===== config.mk =====
export PLATFORM = sky130hd
export DESIGN_NAME = hba_rr_arbiter_flat
export DESIGN_NICKNAME = d
export VERILOG_FILES = /design/src/rtl/hba_rr_arbiter_if.sv /design/src/rtl/hba_rr_arbiter.sv /design/src/flat_wrapper.sv
export SDC_FILE = /design/constraint.sdc
export NUM_CORES = 1
export LEC_CHECK = 0
export BUFFER_PORTS_ARGS = -buffer_cell sky130_fd_sc_hd__buf_2
export CORE_ASPECT_RATIO = 1.25
export CORE_UTILIZATION = 30
export DETAILED_ROUTE_END_ITERATION = 8
export PLACE_DENSITY = 0.52
export SYNTH_ARGS = -nofsm -noshare
export SYNTH_HDL_FRONTEND = slang
export SYNTH_SLANG_ARGS = --single-unit

===== constraint.sdc =====
create_clock -name hba_clk -period 3.8 [get_ports hba_clk]
set_input_delay 0.95 -clock hba_clk [delete_from_list [all_inputs] [get_ports hba_clk]]
set_output_delay 0.95 -clock hba_clk [all_outputs]
set_load 0.03 [all_outputs]

===== src/rtl/hba_rr_arbiter_if.sv =====
// ---------------------------------------------------------------------------
// hba_rr_arbiter_if
// Bus-side signals between the HBA masters/slaves and the round-robin arbiter.
//
// Signals:
//   hba_mrequest[3:0]  per-master bus request, bit n = master n
//   hba_select         OR-ed bus select; a transfer is in progress
//   hba_xferack        OR-ed slave transfer acknowledge
//   hba_mgrant[3:0]    one-hot-or-zero grant, bit n = master n
//   hba_timeout_ack    watchdog-generated acknowledge; the top level ORs it
//                      into hba_xferack
//
// Modports:
//   master  bus side: drives request/select/xferack, observes grant/timeout
//   slave   arbiter side: observes request/select/xferack, drives grant/timeout
//
// Handshake: a master owns the bus from the cycle its hba_mgrant bit is seen
// high until the arbiter drops it; the arbiter keeps the grant while the
// owner's request or hba_select is high and releases it on the first edge
// where both are low.
// ---------------------------------------------------------------------------
interface hba_rr_arbiter_if;
    logic [3:0] hba_mrequest;
    logic       hba_select;
    logic       hba_xferack;
    logic [3:0] hba_mgrant;
    logic       hba_timeout_ack;

    modport master (
        output hba_mrequest,
        output hba_select,
        output hba_xferack,
        input  hba_mgrant,
        input  hba_timeout_ack
    );

    modport slave (
        input  hba_mrequest,
        input  hba_select,
        input  hba_xferack,
        output hba_mgrant,
        output hba_timeout_ack
    );
endinterface


===== src/rtl/hba_rr_arbiter.sv =====
// ---------------------------------------------------------------------------
// hba_rr_arbiter
// Four-master round-robin bus arbiter with an optional select watchdog.
//
// Build option:
//   HBA_ARB_TIMEOUT_EN  when defined, an 8-bit watchdog counts select cycles
//                       without hba_xferack and fires hba_timeout_ack after
//                       TIMEOUT_CYCLES such cycles. When undefined, the
//                       watchdog outputs are tied to 0.
//
// Parameters:
//   TIMEOUT_CYCLES      select cycles without xferack before the watchdog
//                       fires (2..255)
//
// Ports:
//   hba_clk             single clock, rising edge
//   hba_reset           synchronous active-high reset
//   bus (slave)         request/select/xferack in, grant/timeout_ack out
//   timeout_clr         one-cycle pulse clearing timeout_flag
//   arb_busy            high while a grant is asserted
//   arb_owner[1:0]      index of the granted master; holds last owner when idle
//   timeout_flag        sticky watchdog-fired indication
//   timeout_master[1:0] arb_owner captured at the last watchdog event
//   o_dbg_state[1:0]    current arbitration state (0 IDLE, 1 GRANT, 2 RELEASE)
//
// All outputs are registered. A grant appears one cycle after a request is
// seen in IDLE; after a release there are exactly two zero-grant cycles
// (RELEASE, then the IDLE evaluation cycle) before the next grant.
// ---------------------------------------------------------------------------
module hba_rr_arbiter #(
    parameter int TIMEOUT_CYCLES = 255
) (
    input  logic             hba_clk,
    input  logic             hba_reset,
    hba_rr_arbiter_if.slave  bus,
    input  logic             timeout_clr,
    output logic             arb_busy,
    output logic [1:0]       arb_owner,
    output logic             timeout_flag,
    output logic [1:0]       timeout_master,
    output logic [1:0]       o_dbg_state
);

    typedef enum logic [1:0] {
        ST_IDLE    = 2'd0,
        ST_GRANT   = 2'd1,
        ST_RELEASE = 2'd2
    } state_t;

    state_t     r_state;
    logic [3:0] r_grant;
    logic       r_busy;
    logic [1:0] r_owner;
    logic [1:0] r_last;

    state_t     w_state_nxt;
    logic [3:0] w_grant_nxt;
    logic [1:0] w_owner_nxt;
    logic [1:0] w_last_nxt;
    logic [1:0] w_rr_win;
    logic       w_rr_found;

    // Round-robin pick: scan last+1, last+2, ... with 2-bit wrap; the first
    // requesting master wins. Only meaningful when some request is set.
    always_comb begin
        w_rr_win   = r_last;
        w_rr_found = 1'b0;
        for (int i = 1; i <= 4; i++) begin
            if (!w_rr_found && bus.hba_mrequest[r_last + 2'(i)]) begin
                w_rr_win   = r_last + 2'(i);
                w_rr_found = 1'b1;
            end
        end
    end

    always_comb begin
        w_state_nxt = r_state;
        w_grant_nxt = r_grant;
        w_owner_nxt = r_owner;
        w_last_nxt  = r_last;
        case (r_state)
            ST_IDLE: begin
                w_grant_nxt = 4'b0000;
                if (w_rr_found) begin
                    w_grant_nxt = 4'b0001 << w_rr_win;
                    w_owner_nxt = w_rr_win;
                    w_state_nxt = ST_GRANT;
                end
            end
            ST_GRANT: begin
                // Other masters' requests are ignored; the owner keeps the bus
                // until both its request and select are low.
                if (!(bus.hba_mrequest[r_owner] || bus.hba_select)) begin
                    w_grant_nxt = 4'b0000;
                    w_last_nxt  = r_owner;
                    w_state_nxt = ST_RELEASE;
                end
            end
            ST_RELEASE: begin
                w_grant_nxt = 4'b0000;
                w_state_nxt = ST_IDLE;
            end
            default: begin
                w_grant_nxt = 4'b0000;
                w_state_nxt = ST_IDLE;
            end
        endcase
    end

    // Reset takes priority over any grant, so a mid-grant reset drops the
    // grant at that edge without passing through RELEASE.
    always_ff @(posedge hba_clk) begin
        if (hba_reset) begin
            r_state <= ST_IDLE;
            r_grant <= 4'b0000;
            r_busy  <= 1'b0;
            r_owner <= 2'd0;
            r_last  <= 2'd3;
        end else begin
            r_state <= w_state_nxt;
            r_grant <= w_grant_nxt;
            r_busy  <= |w_grant_nxt;
            r_owner <= w_owner_nxt;
            r_last  <= w_last_nxt;
        end
    end

    assign bus.hba_mgrant = r_grant;
    assign arb_busy       = r_busy;
    assign arb_owner      = r_owner;
    assign o_dbg_state    = r_state;

`ifdef HBA_ARB_TIMEOUT_EN
    localparam logic [7:0] LP_LIMIT = 8'(TIMEOUT_CYCLES - 1);

    logic [7:0] r_wd_cnt;
    logic       r_wd_ack;
    logic       r_wd_flag;
    logic [1:0] r_wd_master;
    logic       w_wd_inc;
    logic       w_wd_fire;

    // An xferack in the limit cycle makes w_wd_inc false, which is what
    // suppresses a timeout racing a late acknowledge.
    assign w_wd_inc  = bus.hba_select && !bus.hba_xferack;
    assign w_wd_fire = w_wd_inc && (r_wd_cnt == LP_LIMIT);

    always_ff @(posedge hba_clk) begin
        if (hba_reset) begin
            r_wd_cnt    <= 8'd0;
            r_wd_ack    <= 1'b0;
            r_wd_flag   <= 1'b0;
            r_wd_master <= 2'd0;
        end else begin
            r_wd_ack <= w_wd_fire;
            if (w_wd_fire || !w_wd_inc) begin
                r_wd_cnt <= 8'd0;
            end else begin
                r_wd_cnt <= r_wd_cnt + 8'd1;
            end
            // A watchdog event wins over a simultaneous clear.
            if (w_wd_fire) begin
                r_wd_flag <= 1'b1;
            end else if (timeout_clr) begin
                r_wd_flag <= 1'b0;
            end
            if (w_wd_fire) begin
                r_wd_master <= r_owner;
            end
        end
    end

    assign bus.hba_timeout_ack = r_wd_ack;
    assign timeout_flag        = r_wd_flag;
    assign timeout_master      = r_wd_master;
`else
    // Watchdog not built: inputs that only feed it are collected here.
    logic w_unused_cfg;
    assign w_unused_cfg = &{1'b0, timeout_clr, bus.hba_xferack, 8'(TIMEOUT_CYCLES)};

    assign bus.hba_timeout_ack = 1'b0;
    assign timeout_flag        = 1'b0;
    assign timeout_master      = 2'd0;
`endif

endmodule


===== src/flat_wrapper.sv =====
// flat-port wrapper written by rule: the top's interface ports become plain ports
module hba_rr_arbiter_flat 
#(
    parameter int TIMEOUT_CYCLES = 255
)
  (hba_clk, hba_reset, timeout_clr, arb_busy, arb_owner, timeout_flag, timeout_master, o_dbg_state, bus_hba_mrequest, bus_hba_select, bus_hba_xferack, bus_hba_mgrant, bus_hba_timeout_ack);
  hba_rr_arbiter_if bus_i ();
  input  logic hba_clk;
  input  logic hba_reset;
  input  logic timeout_clr;
  output logic arb_busy;
  output logic [1:0] arb_owner;
  output logic timeout_flag;
  output logic [1:0] timeout_master;
  output logic [1:0] o_dbg_state;
  input wire logic [$bits(bus_i.hba_mrequest)-1:0] bus_hba_mrequest;
  input wire logic [$bits(bus_i.hba_select)-1:0] bus_hba_select;
  input wire logic [$bits(bus_i.hba_xferack)-1:0] bus_hba_xferack;
  output wire logic [$bits(bus_i.hba_mgrant)-1:0] bus_hba_mgrant;
  output wire logic [$bits(bus_i.hba_timeout_ack)-1:0] bus_hba_timeout_ack;
  assign bus_i.hba_mrequest = bus_hba_mrequest;
  assign bus_i.hba_select = bus_hba_select;
  assign bus_i.hba_xferack = bus_hba_xferack;
  assign bus_hba_mgrant = bus_i.hba_mgrant;
  assign bus_hba_timeout_ack = bus_i.hba_timeout_ack;
  hba_rr_arbiter #(.TIMEOUT_CYCLES(TIMEOUT_CYCLES)) u_core (.hba_clk(hba_clk), .hba_reset(hba_reset), .bus(bus_i), .timeout_clr(timeout_clr), .arb_busy(arb_busy), .arb_owner(arb_owner), .timeout_flag(timeout_flag), .timeout_master(timeout_master), .o_dbg_state(o_dbg_state));
endmodule

==> flow_summary.json <==
{
  "drtIter0Drc": 8,
  "outcome": "finished, final reports clean",
  "drt_first_pass_iters": 4,
  "synth_top_area_cell": "dfxtp_1",
  "grt_setup_unrepaired": "false",
  "cts_resized": 0,
  "fp.coreArea_mm2": 0.00174,
  "worst_slack_ns": 1.73,
  "die_w_um": 40.4,
  "grt_max_degree": 15,
  "cts_hold_buf": 0,
  "worst-path-max-fanout": 6,
  "wl_um": 1170,
  "maxCapViolations": 0,
  "pin_count": 22,
  "cp_slowest_cell": "mux4_2",
  "finalCriticalPeriod_ns": 2.07,
  "drive_above_1_share_pct": 25.3,
  "initial_utilization_pct": 31.8,
  "finalHoldViolCount": 0,
  "viasPerCell": 5.24,
  "drtAntennaViolNets": 0,
  "yosysWarnings": 0,
  "worstPathRequired_ns": 3.96,
  "dp_hpwl_um": 895,
  "synthArstFlopShare_pct": 0,
  "pre_cts_ws_ns": 1.45,
  "hold_class": "flip-flop to flip-flop",
  "fin_skew_ns": 0.00325,
  "grt_usage_pct": 14.1,
  "cts-buffers-inserted": 3,
  "relSlewSlack_pct": 55.4,
  "synth_top_cell_area_share_pct": 39.7,
  "cp_top_family": "compound AO/OA/AOI/OAI gates",
  "setup_viol": 0,
  "die_h_um": 50.1,
  "clockRootBuffer": "clkbuf_4",
  "grt_pass1_wl_um": 1880,
  "vias": 514,
  "postSynthCellCount": 63,
  "final_nets": 89,
  "clock_latency_ns": 0.27,
  "fin_tns_setup_ns": 0,
  "worstPathArrival_ns": 2.23,
  "worst-path-buf-inv": 1,
  "area_delta_synth_final_pct": 16.3,
  "grt_pass1_vias": 439,
  "fin_crit_sh_pct": 54.5,
  "clock-sinks": 11,
  "synth.distinct_cells": 25,
  "cts_setup_buffers": 0,
  "seq_area_frac_synth_pct": 39.7,
  "critical_path_class": "primary input to flip-flop",
  "p_leak_nw": 0.288,
  "end_kind": "flip-flop",
  "slowest_delay_ns": 0.48,
  "synth_area_leaders": "dfxtp_1 (40%), nor2_1 (7.4%), buf_4 (5.4%), a21oi_1 (4.5%), a211oi_1 (4.1%)",
  "peakVddDrop_uv": 160,
  "synth.avg_cell_area_um2": 8.80,
  "cp_cell_sequence": "buf_2 > mux4_2 > o21bai_1 > nor2_1 > a22o_1",
  "fmax_ghz": 0.483,
  "path_clk_slew_ns": 0.06,
  "dieArea_mm2": 0.00202,
  "synth_edf_count": 0,
  "synth.ff_latch_count": 11,
  "n_antenna_cell": 0,
  "std_cell_rows": 17,
  "worstMarginPinSlew_ns": 0.666,
  "drc": 0,
  "wl_per_cell_um": 11.9,
  "antenna_found_initial": 0,
  "synth_flop_cell": "dfxtp_1",
  "io_buffers": 15,
  "critPathLaunchType": "primary input",
  "tritoncts": "built",
  "power.density_mw_per_mm2": 454,
  "gp_routability_congestion": 0.694,
  "synthesis.area_um2": 554,
  "overflow": 0,
  "synth_common_cells": "dfxtp_1 (11), nor2_1 (11), a21oi_1 (5), buf_4 (4), nor3_1 (4)",
  "cts_buffer_depth": 2,
  "drv_slew": 0,
  "h-tree-depth": 1
}
[cell type report]
cell class	count	area (um^2)
Multi-Input combinational cell	49	299
Tap cell	19	23.8
Clock buffer	4	26.3
Fill cell	193	1100
Timing Repair Buffer	15	75.1
Sequential cell	11	220
[kinds of logic (layout without fill, tap and decap cells)]
family | after synthesis | in the layout | share of synthesized area, %
AO/OA/AOI/OAI | 17 | 17 | 21.9
buffers and inverters | 6 | 19 | 8.35
flip-flops | 11 | 11 | 39.7
multiplexers | 2 | 2 | 5.87
other | 1 | 4 | 0.677
AND/OR/NAND/NOR | 26 | 26 | 23.5
[report_power, final]
part	internal (W)	switching (W)
Combinational	0.0000271	0.0000513
Sequential	0.000126	0.00000981
Clock	0.0000406	0.0000381
[layer usage]
metal	GRT usage, %	up-vias	share of wire, %
li1	-	255	-
met1	16.0	235	43
met2	21.2	19	48
met3	2.70	5	5.9
met4	11.7	0	3.4
met5	0	-	0
[per-stage QoR]
stage / cells / hold slack (ns) / power, W / area [um^2] / utilization (%)
2_1_floorplan: 66 / 0.521 / 0.000199 / 566 / -
3_3_place_gp: 94 / 0.478 / 0.000217 / 618 / 35.4
3_5_place_dp: 94 / 0.480 / 0.000217 / 618 / 35.4
4_1_cts: 98 / 0.490 / 0.000297 / 644 / 36.9
5_1_grt: 98 / 0.517 / 0.000312 / 644 / 36.9
6_report: 98 / 0.489 / 0.000293 / 644 / 36.9
[flip-flops by register name, indices dropped and copies added, names as in the netlist]
| name | flops |
|---|---|
| u_core.bus.hba_mgrant | 4 |
| u_core.arb_owner | 2 |
| u_core.o_dbg_state | 2 |
| u_core.r_last | 2 |
| u_core.arb_busy | 1 |
[cell usage in the layout, fill, tap and decap left out, drive strengths merged, types with 2 or more instances in the layout]
cell and instances:
or3 2, nor3 4, clkbuf 4, o2bb2ai 2, nor2 11, nand3b 2
buf 15, dfxtp 11, nand2 3, a21oi 5, a211oi 3, conb 4
nand2b 3
[final timing paths]
kind                                   end  slack (ns)  depth (start not counted)                      from
setup / recovery  u_core.bus.hba_mgrant[0]        1.73                          5       bus_hba_mrequest[3]
setup reg to reg  u_core.bus.hba_mgrant[0]        2.08                          4       u_core.arb_owner[1]
hold reg to reg   u_core.bus.hba_mgrant[1]        0.49                          1  u_core.bus.hba_mgrant[1]
hold / removal    u_core.bus.hba_mgrant[1]        0.49                          1  u_core.bus.hba_mgrant[1]
(Power assumes the default switching activity.)
